**src/rtl/img_loader_pkg.sv**
```systemverilog
// Shared definitions for the image loader and the image buffer:
// frame geometry, command bytes and the loader state encoding.
package img_loader_pkg;

  localparam int IMG_TOTAL_BITS = 904;
  localparam int FRAME_BYTES    = IMG_TOTAL_BITS / 8;
  localparam int CNT_W          = $clog2(FRAME_BYTES + 1);

  localparam logic [7:0] CMD_START = 8'hA5;
  localparam logic [7:0] CMD_CLEAR = 8'h5A;

  typedef enum logic [2:0] {
    IDLE,
    CLEAR,
    RECV,
    WAIT_FULL,
    INFER
  } loader_state_t;

endpackage

```
**src/rtl/rx_timeout_timer.sv**
```systemverilog
// Inter-byte idle timer. Counts enabled cycles since the last clear and
// flags the cycle in which the idle time reaches LIMIT. Only built when
// IMG_LOADER_TIMEOUT_EN is defined.
module rx_timeout_timer #(
  parameter int LIMIT = 100000
) (
  input  logic clk,
  input  logic rst,
  input  logic clear,
  input  logic enable,
  output logic expired
);

  localparam int W = $clog2(LIMIT + 1);

  logic [W-1:0] cnt;

  // Idle counter; saturates so a stuck enable cannot wrap it.
  always_ff @(posedge clk) begin
    if (rst || clear)                      cnt <= '0;
    else if (enable && cnt != W'(LIMIT))   cnt <= cnt + 1'b1;
  end

  assign expired = enable && !clear && (cnt == W'(LIMIT - 1));

endmodule

```
**src/rtl/image_loader_ctrl.sv**
```systemverilog
// Image loader control: decodes the start/clear command bytes from the
// serial receiver, writes one frame of payload into the image buffer,
// then hands the frame to inference and holds off until it is done.
// Optional inter-byte timeout in RECV: define IMG_LOADER_TIMEOUT_EN.
module image_loader_ctrl
  import img_loader_pkg::*;
#(
  parameter int FULL_WAIT_MAX = 4
`ifdef IMG_LOADER_TIMEOUT_EN
  , parameter int TIMEOUT_CYCLES = 100000
`endif
) (
  input  logic             clk,
  input  logic             rst,
  input  logic [7:0]       rx_byte,
  input  logic             rx_valid,
  input  logic             buf_full,
  input  logic             infer_done,
  output logic [7:0]       buf_data,
  output logic             buf_we,
  output logic             buf_clear,
  output logic             infer_start,
  output logic             busy,
  output logic             frame_err,
  output logic [CNT_W-1:0] bytes_rcvd
);

  localparam int WW = $clog2(FULL_WAIT_MAX + 1);

  loader_state_t state, ret;
  logic [WW-1:0] wait_cnt;
  // A byte arriving in the CLEAR cycle is parked here so its write lands
  // the cycle after buf_clear instead of colliding with it.
  logic          pend_vld;
  logic [7:0]    pend_data;
  logic          timeout_hit;

`ifdef IMG_LOADER_TIMEOUT_EN
  rx_timeout_timer #(.LIMIT(TIMEOUT_CYCLES)) u_timer (
    .clk     (clk),
    .rst     (rst),
    .clear   (rx_valid || state != RECV),
    .enable  (state == RECV),
    .expired (timeout_hit)
  );
`else
  assign timeout_hit = 1'b0;
`endif

  // Loader FSM with registered outputs; strobes default low every cycle.
  always_ff @(posedge clk) begin
    if (rst) begin
      state       <= IDLE;
      ret         <= IDLE;
      wait_cnt    <= '0;
      pend_vld    <= 1'b0;
      pend_data   <= '0;
      buf_data    <= '0;
      buf_we      <= 1'b0;
      buf_clear   <= 1'b0;
      infer_start <= 1'b0;
      busy        <= 1'b0;
      frame_err   <= 1'b0;
      bytes_rcvd  <= '0;
    end else begin
      buf_we      <= 1'b0;
      buf_clear   <= 1'b0;
      infer_start <= 1'b0;
      frame_err   <= 1'b0;
      case (state)
        IDLE: begin
          if (rx_valid && rx_byte == CMD_START) begin
            state <= CLEAR;
            ret   <= RECV;
            busy  <= 1'b1;
          end else if (rx_valid && rx_byte == CMD_CLEAR) begin
            state <= CLEAR;
            ret   <= IDLE;
            busy  <= 1'b1;
          end
        end
        CLEAR: begin
          buf_clear  <= 1'b1;
          bytes_rcvd <= '0;
          state      <= ret;
          busy       <= (ret != IDLE);
          if (rx_valid && ret == RECV) begin
            pend_vld  <= 1'b1;
            pend_data <= rx_byte;
          end
        end
        RECV: begin
          if (timeout_hit) begin
            frame_err <= 1'b1;
            buf_clear <= 1'b1;
            pend_vld  <= 1'b0;
            state     <= IDLE;
            busy      <= 1'b0;
          end else if (pend_vld || rx_valid) begin
            buf_we     <= 1'b1;
            buf_data   <= pend_vld ? pend_data : rx_byte;
            bytes_rcvd <= bytes_rcvd + 1'b1;
            // A new byte behind a parked one stays parked for next cycle.
            pend_vld   <= pend_vld && rx_valid;
            pend_data  <= rx_byte;
            if (bytes_rcvd == CNT_W'(FRAME_BYTES - 1)) begin
              state    <= WAIT_FULL;
              wait_cnt <= '0;
              pend_vld <= 1'b0;
            end
          end
        end
        WAIT_FULL: begin
          if (rx_valid) frame_err <= 1'b1;
          if (buf_full) begin
            infer_start <= 1'b1;
            state       <= INFER;
          end else if (wait_cnt == WW'(FULL_WAIT_MAX - 1)) begin
            frame_err <= 1'b1;
            buf_clear <= 1'b1;
            state     <= IDLE;
            busy      <= 1'b0;
          end else begin
            wait_cnt <= wait_cnt + 1'b1;
          end
        end
        INFER: begin
          if (rx_valid) frame_err <= 1'b1;
          if (infer_done) begin
            state <= IDLE;
            busy  <= 1'b0;
          end
        end
        default: begin
          state <= IDLE;
          busy  <= 1'b0;
        end
      endcase
    end
  end

endmodule

```
**config.mk**
```make
export PLATFORM = sky130hd
export DESIGN_NAME = image_loader_ctrl
export DESIGN_NICKNAME = d
export VERILOG_FILES = /design/src/rtl/img_loader_pkg.sv /design/src/rtl/rx_timeout_timer.sv /design/src/rtl/image_loader_ctrl.sv
export SDC_FILE = /design/constraint.sdc
export NUM_CORES = 1
export LEC_CHECK = 0
export CAP_MARGIN = 5
export CELL_PAD_IN_SITES_DETAIL_PLACEMENT = 0
export CELL_PAD_IN_SITES_GLOBAL_PLACEMENT = 1
export CORE_ASPECT_RATIO = 0.5
export CORE_MARGIN = 2
export CORE_UTILIZATION = 30
export DETAILED_ROUTE_END_ITERATION = 7
export GPL_TIMING_DRIVEN = 0
export PLACE_DENSITY_LB_ADDON = 0.1
export RECOVER_POWER = 100
export SYNTH_ARGS = -nofsm -noshare
export SYNTH_HDL_FRONTEND = slang
export SYNTH_HIERARCHICAL = 1
export SYNTH_SLANG_ARGS = --single-unit
```
**constraint.sdc**
```tcl
create_clock -name clk -period 2.48 [get_ports clk]
set_input_delay 0.744 -clock clk [delete_from_list [all_inputs] [get_ports clk]]
set_output_delay 0.744 -clock clk [all_outputs]
set_load 0.03 [all_outputs]
```
==> impl_metrics.ini <==
[setup_path]
critical_path.cell_chain = dlygate4sd3_1
end_kind = output port
timing.reg2reg.setup_slack_ps = 420
timing.rr.start = state[2]
critPathKind = reg2out
critical_path.slowest_cell = sky130_fd_sc_hd__dlygate4sd3_1
timing.critical_path.slowest_cell_delay_ps = 770
critical_path.startpoint_type = flop
cp.required_ps = 1740
critPathArrivalTime_ps = 1460
crit_path_max_fanout = 6
kind_of_cell_adding_the_most_delay_to_the_critical_path = buffers and inverters
worstPathBufferInverterCount = 1
path_depth_of_the_worst_reg2reg_path = 6
worstReg2RegEnd = buf_data[7]

[place]
number_of_buffers_added_on_ports = 30
place_hpwl_um = 3028
dpl.cell_count = 292
finalWeightedCongestion = 0.7267

[timing]
finalClockSkew_ps = 3.472
finalMaxSlewViolations = 0
final.period_utilization_pct = 88.91
finalCriticalPeriod_ps = 2205
setup_tns_ps = 0
worst_slew_margin_rel_pct = 53.01
worst_slew_pin_slew_ps = 704.9
finalSetupViolations = 0
fmax_ghz = 0.4535
finalHoldViolCount = 0
rsz0062_at_grt = no

[grt]
grt_pass1_vias = 1383
grt.total_usage_pct = 13.49
grt_remaining_overflow = 0
grt_start_max_net_pins = 11
first_pass_grt_wire_length_um = 6796
antenna_found_initial = 0

[power_and_ir_drop]
power.ir.vdd_worst_mv = 0.2105
power.density_mw_per_mm2 = 559.0
leakagePower_uw = 0.0008813

[drt]
wl_per_cell_um = 14.05
routed_wirelength_um = 4215
drcViolationCount = 0
detailedRoute.firstPassIterationCount = 4
routed-via-count = 1455
antenna_left = 0
drt-initial-drc-count = 26
routed_via_density = 4.850

[cells_and_area]
most_used_cells_in_the_layout_excluding_fill_and_tap_cells = sky130_fd_sc_hd__dfxtp_1 (36), sky130_fd_sc_hd__nor2_1 (26), sky130_fd_sc_hd__dlygate4sd3_1 (22)
layout_commonest_cell = sky130_fd_sc_hd__dfxtp_1
antenna_cells = 0
final_layout_size_suffix_gt1_share_pct = 7.048
final_cell_count_no_fill = 300
finalNetCount = 243
num-fill-cells = 581
area_delta_synth_final_pct = 29.33

[min_path]
hold_end = wait_cnt[2]
hold_class = reg2reg
holdCritStartpoint = wait_cnt[2]
holdPathStages = 2

[die]
initial_utilization_pct = 31.44
rows = 19
die_h_um = 58.00
pin_count = 33
coreArea_mm2 = 0.005563
dieArea_mm2 = 0.006495
die_w_um = 112.0

[clock_tree]
cts_buffers = 5
tritoncts = built
post_cts_resize_count = 0
clock_tree.htree_level_count = 2
postCtsSetupRepairBufs = 0
hold_buffers = 0
clock_tree.buffer_depth = 2
worst_skew_pair.late_latency_ps = 280
cts_root_buffer = sky130_fd_sc_hd__clkbuf_16
clock-sinks = 36
worst_setup_hold_path_clk_slew_ps = 50

[synthesis]
synthMuxAreaShare_pct = 9.156
post_synth_and_or_nand_nor_area_fraction_pct = 25.04
synth_top_family_by_area = simple AND/OR/NAND/NOR gates
ys_warn_count = 6
synth.cell_area_mm2 = 0.001749
syn_nets = 206
synth_area_in_xor_xnor_pct = 1.502
yosysUniqueCellTypes = 48
register_area_share_after_synthesis_pct = 41.20
compound_gate_portion_of_the_synthesized_area_pct = 15.45
synth_seq_cells = 36
netlist_instances = 189
synth.avg_cell_area_um2 = 9.255
synth_adder_area_share_pct = 2.861

[outcome]
outcome = finished clean

[job]
max_capacitance_violation_count = 0
-- registers in the layout (all words and copies together), names as in the netlist --
register and count:
buf_we 1, buf_clear 1, pend_vld 1, buf_data 8, bytes_rcvd 7, infer_start 1, pend_data 8, ret 1
busy 1, frame_err 1, wait_cnt 3, state 3
-- synth_stat cells, drive strengths merged --
master | instances | area [um2]
a2111o | 1 | 11.26
a211o | 1 | 8.760
a211oi | 8 | 60.06
a21bo | 1 | 10.01
a21boi | 1 | 7.510
a21o | 2 | 15.01
a21oi | 12 | 63.81
a221oi | 1 | 8.760
a22oi | 1 | 7.510
a31oi | 2 | 12.51
a32oi | 1 | 27.53
and2 | 1 | 6.260
and3b | 1 | 8.760
and4 | 2 | 17.52
buf | 7 | 46.29
clkbuf | 6 | 22.52
dfxtp | 36 | 720.7
ha | 4 | 50.05
inv | 4 | 15.01
mux2i | 16 | 160.2
nand2 | 6 | 22.52
nand2b | 1 | 6.260
nand3 | 9 | 45.04
nand3b | 1 | 7.510
nand4 | 1 | 6.260
nor2 | 26 | 105.1
nor2b | 4 | 25.02
nor3 | 3 | 15.01
nor3b | 5 | 53.80
nor4 | 2 | 12.51
nor4b | 1 | 8.760
nor4bb | 3 | 30.03
o21ai | 3 | 15.01
o22ai | 1 | 6.260
o2bb2ai | 1 | 8.760
o31ai | 1 | 7.510
or2 | 3 | 18.77
or3 | 4 | 25.02
or3b | 1 | 8.760
or4 | 2 | 15.01
xnor2 | 3 | 26.28
-- per-stage QoR --
step                      utilization, %  area (um2)  hold slack [ps]  setup WS (ps)  power (uW)
after floorplan                        -        1749            443.5          502.3       619.1
after global placement             38.48        2141            453.9          218.4       651.6
after detailed placement           38.48        2141            460.7          199.7       651.5
after CTS                          41.12        2287            468.6          327.1        1285
after global routing               40.67        2262            484.1          226.4        1319
final                              40.67        2262            460.9          275.1        1264
-- power breakdown --
| part | leakage, uW | internal (uW) | total (uW) | switching [uW] |
|---|---|---|---|---|
| registers | 0.000290 | 579 | 579 | 0.239 |
| logic | 0.000520 | 25.7 | 57.0 | 31.3 |
| clock network | 0.0000712 | 401 | 628 | 228 |
-- final cells by class --
type	count	area [um2]	area share, %
Timing Repair Buffer	30	300.3	13.27
Sequential cell	36	720.7	31.86
Buffer	13	66.31	2.931
Multi-Input combinational cell	136	922.1	40.76
Inverter	4	15.01	0.6637
Tap cell	73	91.34	4.038
Clock buffer	8	146.4	6.471
-- worst max-delay path by stage --
stage / startpoint / to / depth (start not counted)
2_1_floorplan: rx_valid / pend_data[7] / 6
3_3_place_gp: buf_full / wait_cnt[2] / 5
3_5_place_dp: buf_full / wait_cnt[2] / 5
4_1_cts: bytes_rcvd[4] / bytes_rcvd[4] / 1
5_1_grt: state[2] / buf_data[7] / 6
6_report: bytes_rcvd[4] / bytes_rcvd[4] / 1
-- layer usage --
metal	wire [um]	vias to the layer above	track usage [%]	share of wire, %
met5	0	-	0	0
met4	35	0	4.181	0.83
met3	186	5	4.393	4.4
met2	1738	25	19.91	41
met1	2256	670	18.93	54
li1	-	755	-	-
-- cell families after synthesis --
family	count (synthesis)
compound gates	37
buf+inv	17
mux	16
simple gates	76
fa+ha+maj	4
flops	36
xor+xnor	3
(Power assumes the default switching activity.)
